==> src/rtl/edge_event_arbiter_pkg.sv <==
// Shared constants and helpers for edge_event_arbiter.
// Holds the channel-count ceiling and the round-robin wrap increment.
package edge_event_arbiter_pkg;

  localparam int EEA_NMAX = 32;

  // Pointer increment that wraps from n-1 back to 0.
  function automatic int rr_next(input int p, input int n);
    return (p >= n - 1) ? 0 : p + 1;
  endfunction

endpackage

==> src/rtl/edge_event_arbiter_rr_pick.sv <==
// Combinational round-robin picker.
// Ports: req_i (N requests), ptr_i (start index); gnt_any_o, gnt_id_o.
module edge_event_arbiter_rr_pick #(
  parameter int N   = 4,
  parameter int IDW = $clog2(N)
) (
  input  logic [N-1:0]   req_i,
  input  logic [IDW-1:0] ptr_i,
  output logic           gnt_any_o,
  output logic [IDW-1:0] gnt_id_o
);

  int s;

  // Scan from farthest to nearest so the nearest request at or
  // above the pointer is the last (winning) assignment.
  always_comb begin
    gnt_any_o = 1'b0;
    gnt_id_o  = '0;
    s         = 0;
    for (int k = N - 1; k >= 0; k--) begin
      s = int'(ptr_i) + k;
      if (s >= N) s = s - N;
      if (req_i[s]) begin
        gnt_any_o = 1'b1;
        gnt_id_o  = IDW'(s);
      end
    end
  end

endmodule

==> src/rtl/edge_event_arbiter.sv <==
// Rising-edge event collector with round-robin output scheduling.
// Ports: clk, resetn, din, out_valid/out_ready/out_id, ovf, ovf_clr.
module edge_event_arbiter
  import edge_event_arbiter_pkg::*;
#(
  parameter int N   = 4,
  parameter int IDW = $clog2(N)
) (
  input  logic           clk,
  input  logic           resetn,
  input  logic [N-1:0]   din,
  output logic           out_valid,
  input  logic           out_ready,
  output logic [IDW-1:0] out_id,
  output logic [N-1:0]   ovf,
  input  logic [N-1:0]   ovf_clr
);

  logic [N-1:0]   hist_q;
  logic [N-1:0]   pend_q, pend_d;
  logic [N-1:0]   ovf_q, ovf_d;
  logic           valid_q, valid_d;
  logic [IDW-1:0] id_q, id_d;
  logic [IDW-1:0] ptr_q, ptr_d;

  logic [N-1:0]   rise;
  logic [N-1:0]   ld_vec;
  logic           free;
  logic           load;
  logic           gnt_any;
  logic [IDW-1:0] gnt_id;

  edge_event_arbiter_rr_pick #(
    .N   (N),
    .IDW (IDW)
  ) u_pick (
    .req_i     (pend_q),
    .ptr_i     (ptr_q),
    .gnt_any_o (gnt_any),
    .gnt_id_o  (gnt_id)
  );

  assign rise = din & ~hist_q;
  assign free = ~valid_q | out_ready;
  assign load = free & gnt_any;

  always_comb begin
    ld_vec = '0;
    if (load) ld_vec[gnt_id] = 1'b1;
  end

  // A rise on the channel being loaded re-arms it; a rise on a
  // channel already pending and not loaded is lost and flagged.
  always_comb begin
    pend_d = (pend_q & ~ld_vec) | rise;
    ovf_d  = (ovf_q & ~ovf_clr) | (rise & pend_q & ~ld_vec);
  end

  always_comb begin
    valid_d = valid_q;
    id_d    = id_q;
    ptr_d   = ptr_q;
    if (free) begin
      valid_d = gnt_any;
      if (gnt_any) begin
        id_d  = gnt_id;
        ptr_d = IDW'(rr_next(int'(gnt_id), N));
      end
    end
  end

  always_ff @(posedge clk or negedge resetn) begin
    if (!resetn) begin
      hist_q  <= '1;
      pend_q  <= '0;
      ovf_q   <= '0;
      valid_q <= 1'b0;
      id_q    <= '0;
      ptr_q   <= '0;
    end else begin
      hist_q  <= din;
      pend_q  <= pend_d;
      ovf_q   <= ovf_d;
      valid_q <= valid_d;
      id_q    <= id_d;
      ptr_q   <= ptr_d;
    end
  end

  assign out_valid = valid_q;
  assign out_id    = id_q;
  assign ovf       = ovf_q;

endmodule

==> config.mk <==
export PLATFORM = sky130hd
export DESIGN_NAME = edge_event_arbiter
export DESIGN_NICKNAME = d
export VERILOG_FILES = /design/src/rtl/edge_event_arbiter_pkg.sv /design/src/rtl/edge_event_arbiter_rr_pick.sv /design/src/rtl/edge_event_arbiter.sv
export SDC_FILE = /design/constraint.sdc
export NUM_CORES = 1
export LEC_CHECK = 0
export ABC_AREA = 1
export CORE_MARGIN = 1.5
export CORE_UTILIZATION = 41
export CTS_CLUSTER_SIZE = 14
export DETAILED_ROUTE_END_ITERATION = 16
export PLACE_DENSITY = 0.72
export SYNTH_ARGS = -nofsm -noshare
export SYNTH_HDL_FRONTEND = slang
export SYNTH_SLANG_ARGS = --single-unit
==> constraint.sdc <==
create_clock -name clk -period 4.7 [get_ports clk]
set_input_delay 1.41 -clock clk [delete_from_list [all_inputs] [get_ports clk]]
set_output_delay 1.41 -clock clk [all_outputs]
set_load 0.01 [all_outputs]
Yosys cells after proc, flatten, opt, wreduce, memory -nomap -nowiden
Cells that the tools add are included.
Storage, ports and cells
  bits in registers: 17
  latch bits: 0
  bits in writable memories: 0
  ROM bits: 0
  input port bits: 11
  output and inout port bits: 7
  logic and storage cells: 68
  memories kept: 0
Operators by class
  add/subtract/negate cells: 8
  multiply operators: 0
  div/mod/pow operators: 0
  magnitude comparators: 11
  eq/ne operators: 0
  shifts and indexed selects: 0
  muxes and demuxes: 28
  bitwise gates (word level): 13
  reduce and logical (&&, ||, !) cells: 2
Operators with widths (count)
  < comparator 32 x 4 -> 1 bit (second input constant): 4
  2-to-1 mux 32 bit: 4
  >= comparator 32 x 4 -> 1 bit (second input constant): 3
  subtractor 32 x 4 -> 32 bit (second input constant): 3
  bitwise AND 4 bit: 5
  2-to-1 mux 1 bit: 13
  inverter 4 bit: 3
  2-to-1 mux 2 bit: 5
  binary-select mux 1 bit (select 2 bit): 4
  OR 4 bit: 2
  adder 2 x 2 -> 3 bit (second input constant): 2
  2-to-1 mux 4 bit: 1
  subtractor 2 x 3 -> 4 bit (second input constant): 1
  adder 2 x 1 -> 3 bit (second input constant): 1
  >= comparator 2 x 3 -> 1 bit (second input constant): 1
  < comparator 2 x 3 -> 1 bit (second input constant): 1
  adder 2 x 1 -> 2 bit (second input constant): 1
  demux 1 bit (select 2 bit): 1
  >= comparator 2 x 1 -> 1 bit (second input constant): 1
  >= comparator 2 bit (second input constant): 1
  AND reduction 2 bit: 1
  bitwise AND 1 bit: 1
  logical AND 1 bit: 1
  inverter 1 bit: 1
  OR 1 bit: 1

Longest topological paths before layout
  word-level depth: 18
  gate-level depth with buffers: 13
  gate-level depth less buffers: 12

By module
Synthesis repeated with hierarchy kept, for this count alone.
Unflattened totals
  cells, all modules: 127
  area total of the unflattened synthesis: 944.7 um2
Modules (own cells, without submodules)
  edge_event_arbiter: times used 1, cells each 81, area each 732.0 um2, seq. area each 430.4 um2
  edge_event_arbiter_rr_pick: times used 1, cells each 46, area each 212.7 um2, seq. area each 0.0 um2

Worst setup path after synthesis
Ideal clock, no wire load.
  kind: input -> register
  from: input port out_ready
  to: register id_q[1] (netlist: out_id[1])
  setup time: 0.116 ns
  arrival time: 1.828 ns
  data required time: 4.584 ns
  slack: 2.756 ns
  stages: 6
  buffers on the path: 0
  cell sequence: inv_1 nand2_1 nand2_4 inv_4 nand2_1 nand2_1
Between the ends
  cells in the longest elaborated chain, start to end: 2
RTL lines
  from (decl): RTL line edge_event_arbiter.sv:13  | input logic out_ready,
  OR 1 bit: RTL line edge_event_arbiter.sv:44  | assign free = ~valid_q | out_ready;
  AND reduction 2 bit (no source line)
  to (signal assigned): RTL line edge_event_arbiter.sv:85  | id_q <= id_d;
  to (decl): RTL line edge_event_arbiter.sv:23  | logic [IDW-1:0] id_q, id_d;
No other way between the ends.
A chain may end at the register's enable or synchronous reset.

Worst setup path in the final report
  from: register ovf_q[2] (netlist: ovf[2])
  to: output port ovf[2]
RTL lines
  from (decl): RTL line edge_event_arbiter.sv:21  | logic [N-1:0] ovf_q, ovf_d;
  from (signal assigned): RTL line edge_event_arbiter.sv:83  | ovf_q <= ovf_d;
  to (decl): RTL line edge_event_arbiter.sv:15  | output logic [N-1:0] ovf,
No word-level cell between the ends.

==> impl_metrics.tcl <==
set metrics [dict create \
    run_status "finished, final reports clean" \
    leakage_nw 0.700 \
    worstRegToRegCells 12 \
    min_path_type "reg -> reg" \
    insertion_delay_ns 0.28 \
    dp_hpwl_um 1480 \
    tns_ns 0 \
    syn_nets 150 \
    grt_start_max_net_pins 18 \
    first_global_vias 817 \
    num_io_pins 18 \
    finalMaxSlewViolations 0 \
    finalWeightedCongestion 0.824 \
    num_antenna_cells 0 \
    timing_worst_slew_pin_value_ns 0.737 \
    globalRouteOverflowTotal 0 \
    dieHeight_um 52.4 \
    clock-sinks 17 \
    max-vdd-ir-drop_mv 0.395 \
    regToRegSetupSlack_ns 2.84 \
    worstSetupPathType "reg -> out" \
    synth_cell_type_count 16 \
    period_needed_ns 2.59 \
    synthesis.instances 135 \
    drcViolationCount 0 \
    gr-usage-all-layers 0.166 \
    worstSetupEndpointType "output pin" \
    maximum_root_to_sink_buffer_count 2 \
    synthesis.yosys.warnings 0 \
    cp_max_fo 2 \
    floorplan.initialDensity 0.443 \
    placeableCoreArea_um2 2250 \
    cts_htree_levels 1 \
    die_w_um 52.4 \
    clock-root-buffer "sky130_fd_sc_hd__clkbuf_4" \
    reg2reg_to "ovf[1]" \
    avgRoutedWirePerCell_um 9.77 \
    timing.critical_path.max_delay_family "buffers and inverters" \
    area_added_between_synthesis_and_finish_pct 22.0 \
    postRouteAntennaNets 0 \
    holdWs_ns 0.492 \
    num_rows 17 \
    worstReg2RegStart "ptr_q[0]" \
    seq_area_frac_synth 0.431 \
    rsz0062_at_grt "no" \
    dr.pass1.iters 4 \
    antenna_found_initial 0 \
    hold_viol_final 0 \
    clock-skew-final_ns 0.000427 \
    mappedNetlistArea_um2 1000 \
    cp_num_cells 1 \
    timing.critical_path.from "ovf[2]" \
    achievable-frequency_mhz 386 \
    port-buffer-count 17 \
    timing.critical_path.cells "clkdlybuf4s50_1" \
    cp_slowest_cell "sky130_fd_sc_hd__clkdlybuf4s50_1" \
    final_util 0.541 \
    grt_pass1_wl_um 3420 \
    post_route_cells_drive_above_1_share 0.168 \
    postSynthRegisterBits 17 \
    postPlaceCellArea_um2 1190 \
    floorplan.die_area_um2 2740 \
    timing.max_slew.rel_slack 0.507 \
    hold_buffers 0 \
    min_period_over_period 0.551 \
    holdPathStages 2 \
    setup_viol 0 \
    timing.max_cap.violations 0 \
    detailroute.via_count 837 \
    critical_path_required_ns 3.29 \
    post_synth.cell_area_avg_um2 7.41 \
    cp_data_arrival_time_ns 1.18 \
    tritoncts_clock_tree "done" \
    layout.nets 171 \
    worst_setup_hold_path_clk_slew_ns 0.09 \
    total_power_per_unit_cell_area_nw_per_um2 725 \
    timing.critical_path.from_type "flip-flop" \
    wirelength_um 1790 \
    post_cts.repair.setup_buffers 0 \
    critical-path-max-stage-delay_ns 0.54 \
    post-route-cell-area_um2 1220 \
    number_of_design_rule_violations_left_by_the_first_detailed_router_iteration 16 \
    post_drt_via_cell_ratio 4.57 \
    critical_path_endpoint "ovf[2]" \
    cp.buffers_inverters 1 \
    cts-buffers-inserted 3 \
    post_cts.resized_instances 0 \
]
## worst min-delay path by stage
| stage | startpoint | end | slack, ns |
|---|---|---|---|
| 4_1_cts | ovf[2] | ovf[2] | 0.50 |
| 6_report | ovf[2] | ovf[2] | 0.49 |
| 5_1_grt | out_id[1] | out_id[1] | 0.53 |
| 2_1_floorplan | pend_q[2] | pend_q[2] | 0.46 |
| 3_3_place_gp | ovf[2] | ovf[2] | 0.46 |
| 3_5_place_dp | ovf[2] | ovf[2] | 0.47 |
## stage by stage
| step | instances | setup slack (ns) | power, W |
|---|---|---|---|
| global route | 183 | 2.05 | 0.000991 |
| global placement | 179 | 2.21 | 0.000792 |
| floorplan | 135 | 2.76 | 0.000669 |
| detailed placement | 179 | 2.20 | 0.000813 |
| CTS | 183 | 2.09 | 0.000893 |
| finish | 183 | 2.11 | 0.000885 |
## flip-flops by register name, indices dropped and copies added, names as in the netlist
signal / cells
hist_q: 4
ovf: 4
pend_q: 4
out_id: 2
ptr_q: 2
out_valid: 1
## Yosys cell counts (all sizes together)
library cell,n,area share
nand2,73,0.32
inv,21,0.089
dfrtp,13,0.33
nand3,12,0.065
nor2,6,0.030
dfstp,4,0.11
ha,4,0.050
buf,1,0.011
o21bai,1,0.0075
## cells in the final DEF (no fill, tap or decap)
cell	n
sky130_fd_sc_hd__nand2_1	60
sky130_fd_sc_hd__ha_1	4
sky130_fd_sc_hd__nand2_4	2
sky130_fd_sc_hd__clkbuf_4	3
sky130_fd_sc_hd__inv_2	2
sky130_fd_sc_hd__inv_8	1
sky130_fd_sc_hd__nand2_2	11
sky130_fd_sc_hd__o21bai_1	1
sky130_fd_sc_hd__clkdlybuf4s50_1	17
sky130_fd_sc_hd__nor2_1	5
sky130_fd_sc_hd__nand3_1	11
sky130_fd_sc_hd__inv_1	17
sky130_fd_sc_hd__inv_4	1
sky130_fd_sc_hd__nor2_4	1
sky130_fd_sc_hd__clkbuf_1	1
sky130_fd_sc_hd__dfstp_2	4
sky130_fd_sc_hd__nand3_2	1
sky130_fd_sc_hd__dfrtp_1	13
## logic make-up after synthesis
family / count (synthesis) / share of synthesized area
and+or+nand+nor: 91 / 0.412
buffers and inverters: 22 / 0.100
DFF: 17 / 0.431
adders and majority gates: 4 / 0.0501
AOI/OAI and AO/OA: 1 / 0.00751
## area by class of cell
class                   count  area, um^2
repair buffers             17         170
multi-input cells          96         469
clock buffers               4        26.3
flip-flops and latches     17         430
inverters                  21        88.8
fillers                   234        1030
well taps                  28        35.0
## per-layer routing
layer | vias up | global-route usage | part of all wire
met5 | - | 0 | 0
met4 | 0 | 0.0513 | 0.0078
met3 | 2 | 0.0286 | 0.025
met2 | 11 | 0.260 | 0.47
met1 | 382 | 0.234 | 0.49
li1 | 442 | - | -
## report_power, final
| group | internal [W] | switching (W) | leakage [nW] |
|---|---|---|---|
| Sequential | 0.000203 | 0.0000506 | 0.195 |
| Clock | 0.0000329 | 0.0000423 | 0.0150 |
| Combinational | 0.000216 | 0.000340 | 0.490 |
| Total | 0.000452 | 0.000433 | 0.700 |
(Power assumes the default switching activity.)
